===== src/rtl/noc_input_fifo_buffer.sv =====
// Router input-channel buffer: DEPTH-deep flit FIFO with head request, local-delivery flag and hop pre-decrement.
// Built on a generic synchronous FIFO (also used elsewhere for plain flit queues).

// Generic synchronous FIFO, power-of-2 depth, sync active-high reset.
// Latency: a pushed word is visible on dout the cycle after the push edge.
// Backpressure: push ignored while full, pop ignored while empty; callers gate on full/empty.
module fifo #(
  parameter int W     = 64,
  parameter int DEPTH = 4,
  parameter int AW    = $clog2(DEPTH)
) (
  input  logic          clk,
  input  logic          reset,
  input  logic          push,
  input  logic          pop,
  input  logic [W-1:0]  din,
  output logic [W-1:0]  dout,
  output logic [AW:0]   count,
  output logic          full,
  output logic          empty
);

  localparam logic [AW:0] FULL_CNT = (AW+1)'(DEPTH);

  logic [W-1:0]  mem [DEPTH];
  logic [AW-1:0] wr_ptr;
  logic [AW-1:0] rd_ptr;
  logic          do_push;
  logic          do_pop;

  assign full    = (count == FULL_CNT);
  assign empty   = (count == '0);
  assign do_push = push && !full;
  assign do_pop  = pop && !empty;
  assign dout    = mem[rd_ptr];

  // Pointers wrap naturally because DEPTH is a power of two.
  always_ff @(posedge clk) begin
    if (reset) begin
      wr_ptr <= '0;
      rd_ptr <= '0;
      count  <= '0;
    end else begin
      if (do_push) wr_ptr <= wr_ptr + 1'b1;
      if (do_pop)  rd_ptr <= rd_ptr + 1'b1;
      case ({do_push, do_pop})
        2'b10:   count <= count + 1'b1;
        2'b01:   count <= count - 1'b1;
        default: count <= count;
      endcase
    end
  end

  // Storage is not reset; the pointers alone define what is valid.
  always_ff @(posedge clk) begin
    if (do_push) mem[wr_ptr] <= din;
  end

endmodule

// Input-channel buffer between upstream link and router arbiter.
// Latency: flit written at edge N is the head after edge N (no we/di -> request/packet path).
// Backpressure: ready = !full from current occupancy; writes while full are dropped and flagged in sticky overflow.
module noc_input_fifo_buffer #(
  parameter int DATA_W  = 64,
  parameter int DEPTH   = 4,
  parameter int HOP_MSB = 55,
  parameter int HOP_LSB = 48
) (
  input  logic                     clk,
  input  logic                     reset,
  input  logic [DATA_W-1:0]        di,
  input  logic                     we,
  output logic                     ready,
  input  logic                     grant,
  output logic [DATA_W-1:0]        packet,
  output logic                     request,
  output logic                     to_pe,
  output logic [$clog2(DEPTH):0]   count,
  output logic                     overflow
);

  localparam int HOP_W = HOP_MSB - HOP_LSB + 1;

  logic [DATA_W-1:0] head_dat;
  logic [HOP_W-1:0]  head_hop;
  logic              hop_zero;
  logic              flit_vld;
  logic              push_vld;
  logic              pop_vld;
  logic              full;
  logic              empty;

  // An all-zero flit is the idle-link pattern, never a real flit.
  assign flit_vld = we && (|di);
  assign push_vld = flit_vld && !full;
  assign pop_vld  = grant && !empty;

  fifo #(
    .W     (DATA_W),
    .DEPTH (DEPTH)
  ) u_fifo (
    .clk   (clk),
    .reset (reset),
    .push  (push_vld),
    .pop   (pop_vld),
    .din   (di),
    .dout  (head_dat),
    .count (count),
    .full  (full),
    .empty (empty)
  );

  always_ff @(posedge clk) begin
    if (reset)                 overflow <= 1'b0;
    else if (flit_vld && full) overflow <= 1'b1;
  end

  assign head_hop = head_dat[HOP_MSB:HOP_LSB];
  assign hop_zero = (head_hop == '0);

  // Handshake outputs are forced to their idle values while reset is sampled.
  assign request = !reset && !empty;
  assign ready   = reset || !full;
  assign to_pe   = request && hop_zero;

  always_comb begin
    packet = '0;
    if (request) begin
      packet = head_dat;
      if (!hop_zero) packet[HOP_MSB:HOP_LSB] = head_hop - HOP_W'(1);
    end
  end

endmodule

===== config.mk =====
export PLATFORM = sky130hd
export DESIGN_NAME = noc_input_fifo_buffer
export DESIGN_NICKNAME = d
export VERILOG_FILES = /design/src/rtl/noc_input_fifo_buffer.sv
export SDC_FILE = /design/constraint.sdc
export NUM_CORES = 1
export LEC_CHECK = 0
export ABC_AREA = 1
export BUFFER_PORTS_ARGS = -buffer_cell sky130_fd_sc_hd__buf_2
export CORE_MARGIN = 8
export CORE_UTILIZATION = 55
export CTS_CLUSTER_DIAMETER = 60
export CTS_CLUSTER_SIZE = 8
export DETAILED_ROUTE_END_ITERATION = 8
export PLACE_DENSITY = 0.78
export SKIP_LAST_GASP = 1
export SYNTH_ARGS = -nofsm -noshare
export SYNTH_HDL_FRONTEND = slang
export SYNTH_HIERARCHICAL = 1
export SYNTH_SLANG_ARGS = --single-unit

===== constraint.sdc =====
create_clock -name clk -period 10.47 [get_ports clk]
set_input_delay 2.094 -clock clk [delete_from_list [all_inputs] [get_ports clk]]
set_output_delay 2.094 -clock clk [all_outputs]
set_load 0.02 [all_outputs]

=== Word level (Yosys, flattened, before mapping) ===
Memories as Yosys holds them, arrays and structs flattened. A register that Yosys moved wholly into a read port is not among the register bits.
Cells that the tools add are included.

* Add/subtract/negate cells: 5
* Eq/ne operators: 3
* Multiplexer cells: 7
* Reduce and logical (&&, ||, !) cells: 16

{| class="wikitable"
|+ Operators with widths
! cell !! number
|-
| 64-bit 2-to-1 mux || 1
|-
| 64-bit OR reduction || 1
|-
| 1-bit logical AND || 8
|-
| 8-bit logical NOT || 1
|-
| 8-bit 2-to-1 mux || 1
|-
| 8-bit by 1-bit subtractor with 8-bit output (second input constant) || 1
|-
| 3-bit one-hot mux with 2 select lines || 1
|-
| 2-bit by 1-bit adder with 2-bit output (second input constant) || 2
|-
| 2-bit 2-to-1 mux || 2
|-
| 3-bit by 1-bit adder with 3-bit output (second input constant) || 1
|-
| 3-bit == test (second input constant) || 1
|-
| 1-bit logical NOT || 3
|-
| 3-bit logical NOT || 1
|-
| 3-bit by 1-bit subtractor with 3-bit output (second input constant) || 1
|-
| 2-bit by 1-bit == test with 1-bit output (second input constant) || 1
|-
| 2-bit == test (second input constant) || 1
|-
| 1-bit 2-to-1 mux || 2
|-
| 2-bit nonzero test || 1
|-
| 1-bit logical OR || 1
|}

* Register bits after elaboration: 8
* RAM bits: 256
* Bits of input ports: 68
* Output and inout port bits: 71
* Logic and storage cells: 36
* Memories kept: 1

{| class="wikitable"
|+ Memories
! memory !! depth !! bits a word !! read ports !! clocked after Yosys merged registers in !! write ports !! RTL line !! text
|-
| u_fifo.mem || 4 || 64 || 1 || 1 || 1 || 25 || <nowiki>logic [W-1:0] mem [DEPTH];</nowiki>
|}

=== Depth between registers and ports, before layout ===
Gate-level depths: netlist (run 1).

* Depth after elaboration: 6
* Mapped depth: 18
* Gate-level depth less buffers: 18

=== Modules after synthesis ===
Netlist (run 1), hierarchy kept.

{| class="wikitable"
|+ Modules (own cells, without submodules)
! module !! instances !! cells an instance !! area an instance (um^2) !! sequential area each (um^2)
|-
| fifo || 1 || 689 || 9,987.1 || 7,867.5
|-
| noc_input_fifo_buffer || 1 || 233 || 1,004.7 || 20.0
|}

=== Least setup slack after synthesis (run 1) ===
Ideal clock, no wire load.

* Path kind: input -> register
* Start point: input di[63]
* End point: memory u_fifo.mem[0][0] (enable)
* Library setup time: 0.486 ns
* Data arrival time: 5.452 ns
* Data required time: 9.984 ns
* Slack: 4.532 ns
* Stages on the path: 10
* Path buffers: 0
* Cell sequence: nor2_1 nand2_1 nor2_1 nand2_1 nor2_1 nand2_1 nand2_1 nor2_1 nand2_1 nor2_1

* Longest elaborated chain between the ends: 6

{| class="wikitable"
|+ Ends and longest elaborated chain
! element !! RTL line !! text
|-
| start, declared || 72 || <nowiki>input logic [DATA_W-1:0] di,</nowiki>
|-
| 64-bit OR reduction || 95 || <nowiki>assign flit_vld = we && (|di);</nowiki>
|-
| 1-bit logical AND || 95 ||
|-
| 1-bit logical AND || 96 || <nowiki>assign push_vld = flit_vld && !full;</nowiki>
|-
| net push_vld || 89 || <nowiki>logic push_vld;</nowiki>
|-
| 1-bit logical AND || 33 || <nowiki>assign do_push = push && !full;</nowiki>
|-
| 1-bit 2-to-1 mux || 56 || <nowiki>if (do_push) mem[wr_ptr] <= din;</nowiki>
|-
| 1-bit 2-to-1 mux (implied by the code) || 56 ||
|-
| end, declared || 25 ||
|}

The timed path passes the listed nets, and every way through them passes these cells.

==> results of run 1 <==
tightest hold or removal path, cell delays in order (launching register included):
cell and delay [ns]:
sky130_fd_sc_hd__dfxtp_1 0.31, sky130_fd_sc_hd__nand2_1 0.06, sky130_fd_sc_hd__nand2_1 0.05
layout make-up:
class,count,area share
clock buffers,56,0.0841
multi-input cells,522,0.192
inverters,87,0.0256
well taps,265,0.0258
repair buffers,146,0.0583
flip-flops and latches,266,0.613
diodes,3,0.000583
clock inverters,1,0.000681
state kept, by name, indices dropped and copies added, names as in the netlist, named ones only:
register / flops
u_fifo/mem: 256
u_fifo/count: 3
u_fifo/rd_ptr: 2
u_fifo/wr_ptr: 2
overflow: 1
report_power, final:
part / switching [mW] / total (mW) / internal (mW)
clock network: 0.400 / 1.10 / 0.703
registers: 0.0468 / 1.35 / 1.30
logic: 0.549 / 0.765 / 0.216
total: 0.995 / 3.22 / 2.22
logic make-up (layout without fill, tap and decap cells):
kind of cell / count (synthesis) / in the layout / synth area share
and+or+nand+nor: 307 / 307 / 0.110
adders and majority gates: 7 / 7 / 0.00865
other: 0 / 3 / 0
DFF: 266 / 266 / 0.718
AOI/OAI and AO/OA: 205 / 205 / 0.101
xor gates and xnor gates: 3 / 3 / 0.00239
buffers and inverters: 134 / 290 / 0.0607
through the flow:
stage                     worst slack [ns]  hold WS (ns)  power, mW  std cells   util
after floorplan                       4.53         0.448       1.94        922      -
after global placement                4.96         0.449       2.12       1286  0.603
after detailed placement              4.92         0.452       2.14       1286  0.603
after CTS                             4.69         0.465       3.25       1343  0.659
after global routing                  4.42         0.483       3.39       1345  0.659
final                                 4.74         0.462       3.22       1346  0.659
cells in the mapped netlist (all sizes together):
library cell | n | area, µm²
a21oi | 8 | 40.0
buf | 26 | 258
clkbuf | 21 | 82.6
clkinv | 1 | 3.75
dfxtp | 10 | 200
edfxtp | 256 | 7690
fa | 1 | 20.0
ha | 6 | 75.1
inv | 86 | 323
nand2 | 46 | 183
nand3 | 8 | 45.0
nand3b | 1 | 7.51
nand4 | 1 | 6.26
nor2 | 248 | 951
nor3 | 1 | 5.00
o21ai | 133 | 666
o22ai | 64 | 400
or2 | 2 | 12.5
xnor2 | 2 | 17.5
xor2 | 1 | 8.76
per-layer routing:
metal,global-route usage,up-vias,part of all wire
li1,-,3500,-
met1,0.230,3411,0.41
met2,0.324,245,0.50
met3,0.0452,42,0.075
met4,0.0585,2,0.018
met5,0,-,0.00055
worst max-delay path by stage:
| stage | startpoint | endpoint | slack (ns) | depth (start not counted) |
|---|---|---|---|---|
| after floorplan | di[63] | u_fifo/mem[0][0] | 4.53 | 10 |
| final | flop | packet[54] | 4.74 | 13 |
| after global placement | reset | packet[48] | 4.96 | 7 |
| after CTS | flop | packet[54] | 4.69 | 13 |
| after global routing | flop | packet[54] | 4.42 | 13 |
| after detailed placement | reset | packet[48] | 4.92 | 7 |
==> results.md, run 1 <==
• **number of cells upsized or downsized after cts** 0
• **detailed-routing iteration count for the pre-antenna-repair pass** 4
• **number of cells traversed by the worst hold path** 2
• **cell breakdown of the critical path** inv_4 > buf_4 > o21ai_1 > o22ai_1 > nor2_1 > nand3_2 > nor2_2 > nand2_2 > nand2_4 > inv_2 > o21ai_0 > inv_1 > buf_2
• **number of top-level design ports** 139
• **initial antenna violation count** 4
• **leading cell type in the layout, fill and taps excluded** sky130_fd_sc_hd__edfxtp_1
• **cell area after layout** 12900 µm²
• **area of the multi-input gates** 2470 µm²
• **slowest cell on the critical path** sky130_fd_sc_hd__buf_4
• **endpoint of the worst hold-timing path** overflow
• **Avg WL per Cell** 17.4 µm
• **count of buffers added by post-CTS timing repair for setup** 0
• **Yosys warnings** 6
• **worst r2r dst** u_fifo/mem[3][30]
• **layout net count** 1137
• **share of layout cells above drive strength 1** 0.192
• **Die Wd** 157 µm
• **Die Area** 24800 µm²
• **cell at the root of the clock tree** sky130_fd_sc_hd__clkbuf_16
• **Worst Setup Path Type** reg2out
• **setup slack of the worst register-to-register path** 7.40 ns
• **summed negative setup slack over all endpoints** 0 ns
• **CP delay by family, top** buffers and inverters
• **Avg Inst Size Synth** 11.9 µm²
• **wire length of the first global-routing pass** 36.2 mm
• **max-slew headroom at the worst pin** 0.319
• **highest attainable clock frequency** 0.174 GHz
• **outcome** finished clean
• **setup repair after global routing missed its margin** no
• **Worst Reg2Reg Path Length in Cells** 7
• **overall routing resource usage** 0.188
• **Sequential cell area** 7890 µm²
• **Maximum Capacitance Violations** 0
• **antenna viol nets, final** 0
• **final estimated routing congestion in global placement** 0.774
• **initial cell density of the core** 0.563
• **Detailed Route Iter0 Violations** 496
• **Pwr per Cell Area** 250 nW/µm²
• **Netlist cell types** 30
• **largest net degree at the start of global routing** 75
• **number of endpoints failing setup at the final stage** 0
• **worst hold start** overflow
• **clock-pin slew on the worst setup and hold paths** 0.05 ns
• **fillcell total** 1420
• **vias in the first global route** 7166
• **total of hold buffers inserted after clock tree synthesis** 0
• **nets in the synthesized netlist** 997
• **portion of the clock cycle consumed by the worst path in the final layout** 0.548
• **remaining global-route overflow** 0
• **total via count in the routed design** 7200
• **data required time at the worst endpoint** 8.38 ns
• **Worst Setup End Kind** primary output
• **Gate Count Post-Synth** 922
• **number of pins with negative max-slew slack in the final report** 0
• **number of H-tree levels** 2
• **insertion delay to the later sink of the worst-skew pair** 0.50 ns
• **worst-case clock buffer depth** 3
• **placement-stage cell area** 11800 µm²
• **Core Area** 19500 µm²
• **worst clock skew** 0.0168 ns
• **area of the mapped netlist** 11000 µm²
• **delay contributed by the slowest stage of the critical path** 0.74 ns
• **signal arrival time at the worst endpoint** 3.64 ns
• **final-report hold violation count** 0
• **top library cells by usage in the layout, fill and taps aside** 256 x sky130_fd_sc_hd__edfxtp_1, 240 x sky130_fd_sc_hd__nor2_1, 138 x sky130_fd_sc_hd__buf_2
• **class of the tightest hold or removal check** reg2reg
• **CTS Buf Count** 39
• **HPWL reported at the end of detailed placement** 13.4 mm
• **portion of the post-synthesis area used by sequential elements** 0.718
• **VDD IR-drop max** 0.251 mV
• **average via count per standard cell** 5.35
• **time the worst path needs with I/O delays and setup** 5.73 ns
• **actual transition at the worst max-transition pin** 1.02 ns
• **Sink Count** 266
• **Chip Height** 157 µm
• **startpoint of the most critical register-to-register path** u_fifo/count[1]
• **Yosys reg bits** 266
• **Layout area overhead** 17.1%
• **CTS tree** built
• **kind of start point of the critical path** flop
• **number of core rows** 51
• **overall routed net length** 23.5 mm
• **leakage power of the design** 5.02 nW
• **maximum fanout along the worst path** 70
• **post-route DRC violation count** 0
• **IO Port Bufs** 138
• **buffering stage count on the worst path with inverters included** 5
Power figures use the tool's default switching activity.
==> run 2, diff against run 1 <==
Clock period 10.47 ns to 5.61 ns, I/O delays scaled along.
==> run 2 against run 1 <==
Effect of this change:
- non-clock buffer count unchanged
- setup slack got worse by 3.5 ns
- global-route usage is 1.2 points higher
- largest cell class unchanged
- via count rose by 2.7%
- sequential share of layout area about the same
- critical path type unchanged
- clock power grew 85%
- largest power group unchanged
- combinational power grew 95%
- flip-flop and latch count unchanged
- routed wire length grew 6.8%
==> results.md, run 2 (same netlist as run 1, synthesis figures left out) <==
• **overall routed net length** 25.1 mm, was 23.5 mm
• **IO Port Bufs** 138, unchanged
• **Avg WL per Cell** 18.6 µm, was 17.4 µm
• **overall routing resource usage** 0.201, was 0.188
• **portion of the clock cycle consumed by the worst path in the final layout** 0.776
• **Largest register FFs** 256, unchanged
• **buffering stage count on the worst path with inverters included** 5, unchanged
• **max-slew headroom at the worst pin** 0.244, was 0.319
• **Layout area overhead** 17.1%, about the same
• **share of layout cells above drive strength 1** 0.192, unchanged
• **kind of start point of the critical path** flop, unchanged
• **topmost layer with routed signal wires** met5, unchanged
• **data required time at the worst endpoint** 4.49 ns, was 8.38 ns
• **final standard cell count with taps included and fillers excluded** 1344, was 1346
• **slowest cell on the critical path** sky130_fd_sc_hd__inv_4, was sky130_fd_sc_hd__buf_4
• **CTS tree** built, unchanged
• **Die Wd** 157 µm, unchanged
• **initial cell density of the core** 0.563, unchanged
• **leading cell type in the layout, fill and taps excluded** sky130_fd_sc_hd__edfxtp_1, unchanged
• **met3 layer wire length in the routed design** 2.13 mm, was 1.76 mm
• **setup slack of the worst register-to-register path** 2.78 ns, was 7.40 ns
• **largest net degree at the start of global routing** 117, was 75
• **maximum fanout along the worst path** 93, was 70
• **Worst Setup End Kind** primary output, unchanged
• **remaining global-route overflow** 0, unchanged
• **count of buffers added by post-CTS timing repair for setup** 0, unchanged
• **initial antenna violation count** 4, unchanged
• **class of the tightest hold or removal check** reg2reg, unchanged
• **time the worst path needs with I/O delays and setup** 4.35 ns
• **total of hold buffers inserted after clock tree synthesis** 0, unchanged
• **Core Area** 19500 µm², unchanged
• **average via count per standard cell** 5.50, was 5.35
• **registers with the most flip-flops** u_fifo/mem (256), u_fifo/count (3), unchanged
• **total via count in the routed design** 7397, was 7200
• **HPWL reported at the end of detailed placement** 14.4 mm, was 13.4 mm
• **actual transition at the worst max-transition pin** 1.13 ns, was 1.02 ns
• **setup repair after global routing missed its margin** no, unchanged
• **number of core rows** 51, unchanged
• **worst clock skew** 0.0214 ns, was 0.0168 ns
• **cell breakdown of the critical path** inv_4 > nor2_1 > o22ai_1 > inv_1 > ha_1 > nand3_2 > nor2_2 > nand2_2 > nand2_4 > inv_2 > o21ai_0 > inv_1 > buf_2, was inv_4 > buf_4 > o21ai_1 > o22ai_1 > nor2_1 > nand3_2 > nor2_2 > nand2_2 > nand2_4 > inv_2 > o21ai_0 > inv_1 > buf_2
• **signal arrival time at the worst endpoint** 3.23 ns, was 3.64 ns
• **VDD IR-drop max** 0.444 mV, was 0.251 mV
• **post-route DRC violation count** 0, unchanged
• **final-report hold violation count** 0, unchanged
• **wire length of the first global-routing pass** 38.3 mm, was 36.2 mm
• **M1 wire length** 10.0 mm, was 9.63 mm
• **summed negative setup slack over all endpoints** 0 ns, unchanged
• **most frequent cell on the critical path** sky130_fd_sc_hd__inv_1
• **Sink Count** 266, unchanged
• **outcome** finished clean, unchanged
• **cell at the root of the clock tree** sky130_fd_sc_hd__clkbuf_16, unchanged
• **number of top-level design ports** 139, unchanged
• **largest reg by FF count** u_fifo/mem, unchanged
• **clock-pin slew on the worst setup and hold paths** 0.05 ns, about the same
• **worst-case clock buffer depth** 3, unchanged
• **Detailed Route Iter0 Violations** 717, was 496
• **met2 wire len** 12.4 mm, was 11.6 mm
• **antenna viol nets, final** 0, unchanged
• **CP delay by family, top** buffers and inverters, unchanged
• **delay contributed by the slowest stage of the critical path** 0.68 ns, was 0.74 ns
• **vias in the first global route** 7424, was 7166
• **highest attainable clock frequency** 0.230 GHz
• **total power** 6.02 mW, was 3.22 mW
• **number of H-tree levels** 2, unchanged
• **insertion delay to the later sink of the worst-skew pair** 0.50 ns, about the same
• **instance count after placement with tap cells included** 1286, unchanged
• **number of endpoints failing setup at the final stage** 0, unchanged
• **leakage power of the design** 5.02 nW, about the same
• **CTS Buf Count** 39, unchanged
• **layout net count** 1137, unchanged
• **number of cells upsized or downsized after cts** 0, unchanged
• **Chip Height** 157 µm, unchanged
• **number of pins with negative max-slew slack in the final report** 0, unchanged
• **Maximum Capacitance Violations** 0, unchanged
• **detailed-routing iteration count for the pre-antenna-repair pass** 5, was 4
• **top library cells by usage in the layout, fill and taps aside** 256 x sky130_fd_sc_hd__edfxtp_1, 240 x sky130_fd_sc_hd__nor2_1, 138 x sky130_fd_sc_hd__buf_2, unchanged
• **final estimated routing congestion in global placement** 0.877, was 0.774
• **Die Area** 24800 µm², unchanged
• **Pwr per Cell Area** 468 nW/µm², was 250 nW/µm²
• **Worst Setup Path Type** reg2out, unchanged
-- run 2: through the flow --
stage,worst slack (ns),hold WS [ns],utilization,cell area [µm²]
floorplan,0.644,0.448,-,11000
global placement,1.80,0.456,0.604,11800
detailed placement,1.75,0.453,0.604,11800
CTS,1.24,0.462,0.659,12900
global route,0.984,0.486,0.659,12900
finish,1.26,0.468,0.659,12900
-- run 2: worst register-to-register path, stage by stage (launching register included) --
cell and delay (ns):
sky130_fd_sc_hd__dfxtp_1 0.32, sky130_fd_sc_hd__inv_1 0.10, sky130_fd_sc_hd__nand3_1 0.21, sky130_fd_sc_hd__inv_1 0.10, sky130_fd_sc_hd__nor2_1 0.27, sky130_fd_sc_hd__nand2_1 0.34
sky130_fd_sc_hd__nor2_4 0.78, sky130_fd_sc_hd__buf_12 0.37
-- run 2: final timing paths --
check                       to  cells past startpoint       startpoint
max                 packet[54]                     13             flop
max reg2reg  u_fifo/mem[1][63]                      7  u_fifo/count[0]
min reg2reg           overflow                      2         overflow
min                   overflow                      2         overflow
-- run 2: power breakdown --
part	switching, mW	internal [mW]	total [mW]
clock	0.769	1.26	2.03
combinational	1.08	0.413	1.49
sequential	0.0627	2.43	2.50
-- run 2: final cells by class --
class / instances / area [µm²]
flip-flops and latches: 266 / 7890
repair buffers: 146 / 776
clock buffers: 53 / 1030
diodes: 1 / 2.50
multi-input cells: 522 / 2470
fillers: 1428 / 6660
inverters: 87 / 329
clock inverters: 4 / 41.3
well taps: 265 / 332
-- run 2: layer usage --
layer / track usage / vias to the layer above
li1: - / 3500
met1: 0.251 / 3514
met2: 0.334 / 335
met3: 0.0483 / 42
met4: 0.0734 / 6
met5: 0 / -
==> run 3, diff against run 2 <==
Clock period 5.61 ns to 4.3 ns, I/O delays scaled along.
==> run 3 against run 2 <==
Effect of this change:
- flip-flop and latch count unchanged
- critical endpoint is now packet[49]
- combinational power grew 30%
- highest routed layer unchanged
- first-iteration DRC count fell by 22%
- largest power group unchanged
- largest cell class unchanged
==> results.md, run 3 (same netlist as run 1, synthesis figures left out) <==
• **outcome** finished clean, unchanged
• **met3 Use GR** 0.0480, was 0.0483
• **Chip Height** 157 µm, unchanged
• **number of top-level design ports** 139, unchanged
• **HPWL reported at the end of detailed placement** 14.4 mm, about the same
• **actual transition at the worst max-transition pin** 0.734 ns, was 1.13 ns
• **Maximum Capacitance Violations** 0, unchanged
• **registers with the most flip-flops** u_fifo/mem (256), u_fifo/count (3), unchanged
• **area of the multi-input gates** 2470 µm², unchanged
• **largest net degree at the start of global routing** 65, was 117
• **Sink Count** 266, unchanged
• **setup repair after global routing missed its margin** no, unchanged
• **IO Port Bufs** 138, unchanged
• **maximum fanout along the worst path** 64, was 93
• **Avg WL per Cell** 18.0 µm, was 18.6 µm
• **insertion delay to the later sink of the worst-skew pair** 0.51 ns, was 0.50 ns
• **Largest register FFs** 256, unchanged
• **M2 GR Usage** 0.331, was 0.334
• **Worst Setup End Kind** primary output, unchanged
• **met1 Usage GRT** 0.246, was 0.251
• **instance count after placement with tap cells included** 1295, was 1286
• **Detailed Route Iter0 Violations** 562, was 717
• **gr busiest metal** met2, unchanged
• **number of core rows** 51, unchanged
• **CTS tree** built, unchanged
• **class of the tightest hold or removal check** reg2reg, unchanged
• **largest reg by FF count** u_fifo/mem, unchanged
• **antenna viol nets, final** 0, unchanged
• **vias in the first global route** 7492, was 7424
• **overall routed net length** 24.5 mm, was 25.1 mm
• **clock-pin slew on the worst setup and hold paths** 0.05 ns, about the same
• **number of H-tree levels** 2, unchanged
• **final-report hold violation count** 0, unchanged
• **portion of the clock cycle consumed by the worst path in the final layout** 0.891
• **initial cell density of the core** 0.563, unchanged
• **Sequential cell area** 7890 µm², unchanged
• **leading cell type in the layout, fill and taps excluded** sky130_fd_sc_hd__edfxtp_1, unchanged
• **Die Area** 24800 µm², unchanged
• **VDD IR-drop max** 0.491 mV, was 0.444 mV
• **initial antenna violation count** 3, was 4
• **average via count per standard cell** 5.43, was 5.50
• **worst-case clock buffer depth** 3, unchanged
• **top library cells by usage in the layout, fill and taps aside** 256 x sky130_fd_sc_hd__edfxtp_1, 240 x sky130_fd_sc_hd__nor2_1, 138 x sky130_fd_sc_hd__buf_2, unchanged
• **CTS Buf Count** 39, unchanged
• **Layout area overhead** 17.9%, was 17.1%
• **overall routing resource usage** 0.198, was 0.201
• **wire length of the first global-routing pass** 38.0 mm, was 38.3 mm
• **Pwr per Cell Area** 612 nW/µm², was 468 nW/µm²
• **detailed-routing iteration count for the pre-antenna-repair pass** 5, unchanged
• **signal arrival time at the worst endpoint** 2.97 ns, was 3.23 ns
• **final estimated routing congestion in global placement** 0.795, was 0.877
• **number of cells upsized or downsized after cts** 0, unchanged
• **number of pins with negative max-slew slack in the final report** 0, unchanged
• **total of hold buffers inserted after clock tree synthesis** 0, unchanged
• **post-route DRC violation count** 0, unchanged
• **remaining global-route overflow** 0, unchanged
• **layout net count** 1146, was 1137
• **data required time at the worst endpoint** 3.44 ns, was 4.49 ns
• **highest attainable clock frequency** 0.261 GHz
• **Die Wd** 157 µm, unchanged
• **max-slew headroom at the worst pin** 0.510, was 0.244
• **count of buffers added by post-CTS timing repair for setup** 0, unchanged
• **final standard cell count with taps included and fillers excluded** 1360, was 1344
• **cell at the root of the clock tree** sky130_fd_sc_hd__clkbuf_16, unchanged
• **time the worst path needs with I/O delays and setup** 3.83 ns
• **share of layout cells above drive strength 1** 0.198, was 0.192
• **leakage power of the design** 5.07 nW, was 5.02 nW
• **number of endpoints failing setup at the final stage** 0, unchanged
• **total via count in the routed design** 7386, was 7397
• **fillcell total** 1455, was 1428
• **worst clock skew** 0.0205 ns, was 0.0214 ns
• **utilization after layout** 0.663, was 0.659
• **Worst Setup Path Type** reg2out, unchanged
• **Core Area** 19500 µm², unchanged
• **kind of start point of the critical path** flop, unchanged
## run 3: final timing paths
kind / start / endpoint / slack [ns] / cells past startpoint
max: flop / packet[49] / 0.47 / 11
min: u_fifo/rd_ptr[0] / flop / 0.50 / 2
max reg2reg: u_fifo/count[0] / u_fifo/mem[2][52] / 1.72 / 7
min reg2reg: u_fifo/rd_ptr[0] / flop / 0.50 / 2
## run 3: where the power goes
part	switching [mW]	internal (mW)	leakage, nW
Combinational	1.39	0.547	2.11
Sequential	0.0927	3.17	2.43
Clock	1.02	1.71	0.533
Total	2.50	5.43	5.07
## run 3: critical path, cell delays in order (launching register included)
cell and delay, ns:
sky130_fd_sc_hd__dfxtp_2 0.32, sky130_fd_sc_hd__buf_4 0.56, sky130_fd_sc_hd__o21ai_0 0.18, sky130_fd_sc_hd__o22ai_1 0.30
sky130_fd_sc_hd__inv_1 0.12, sky130_fd_sc_hd__ha_1 0.26, sky130_fd_sc_hd__nand3_2 0.10, sky130_fd_sc_hd__nor2_2 0.05
sky130_fd_sc_hd__nand2_2 0.12, sky130_fd_sc_hd__nand2_4 0.09, sky130_fd_sc_hd__o21ai_0 0.17, sky130_fd_sc_hd__buf_2 0.19
## run 3: routing by layer
layer / wire length [µm] / part of all wire
met5: 26 / 0.0011
met4: 481 / 0.020
met3: 1820 / 0.074
met2: 11900 / 0.48
met1: 10300 / 0.42
## run 3: cell type report
cell class                 count  share of cell area
clock inverter                 3             0.00261
multi-input combinational    522               0.190
tap                          265              0.0256
timing repair buffer         155              0.0632
antenna                        1            0.000193
clock buffer                  61              0.0833
inverter                      87              0.0254
sequential                   266               0.609
## run 3: stage by stage
stage / total power [mW] / hold slack [ns] / instance area [µm²] / TNS [ns] / setup slack, ns
floorplan: 4.73 / 0.448 / 11000 / -103.55 / -0.404
global placement: 5.20 / 0.464 / 11800 / 0 / 0.948
CTS: 7.98 / 0.498 / 13000 / 0 / 0.464
global route: 8.32 / 0.523 / 13000 / 0 / 0.248
finish: 7.92 / 0.497 / 13000 / 0 / 0.469
detailed placement: 5.24 / 0.474 / 11800 / 0 / 0.860
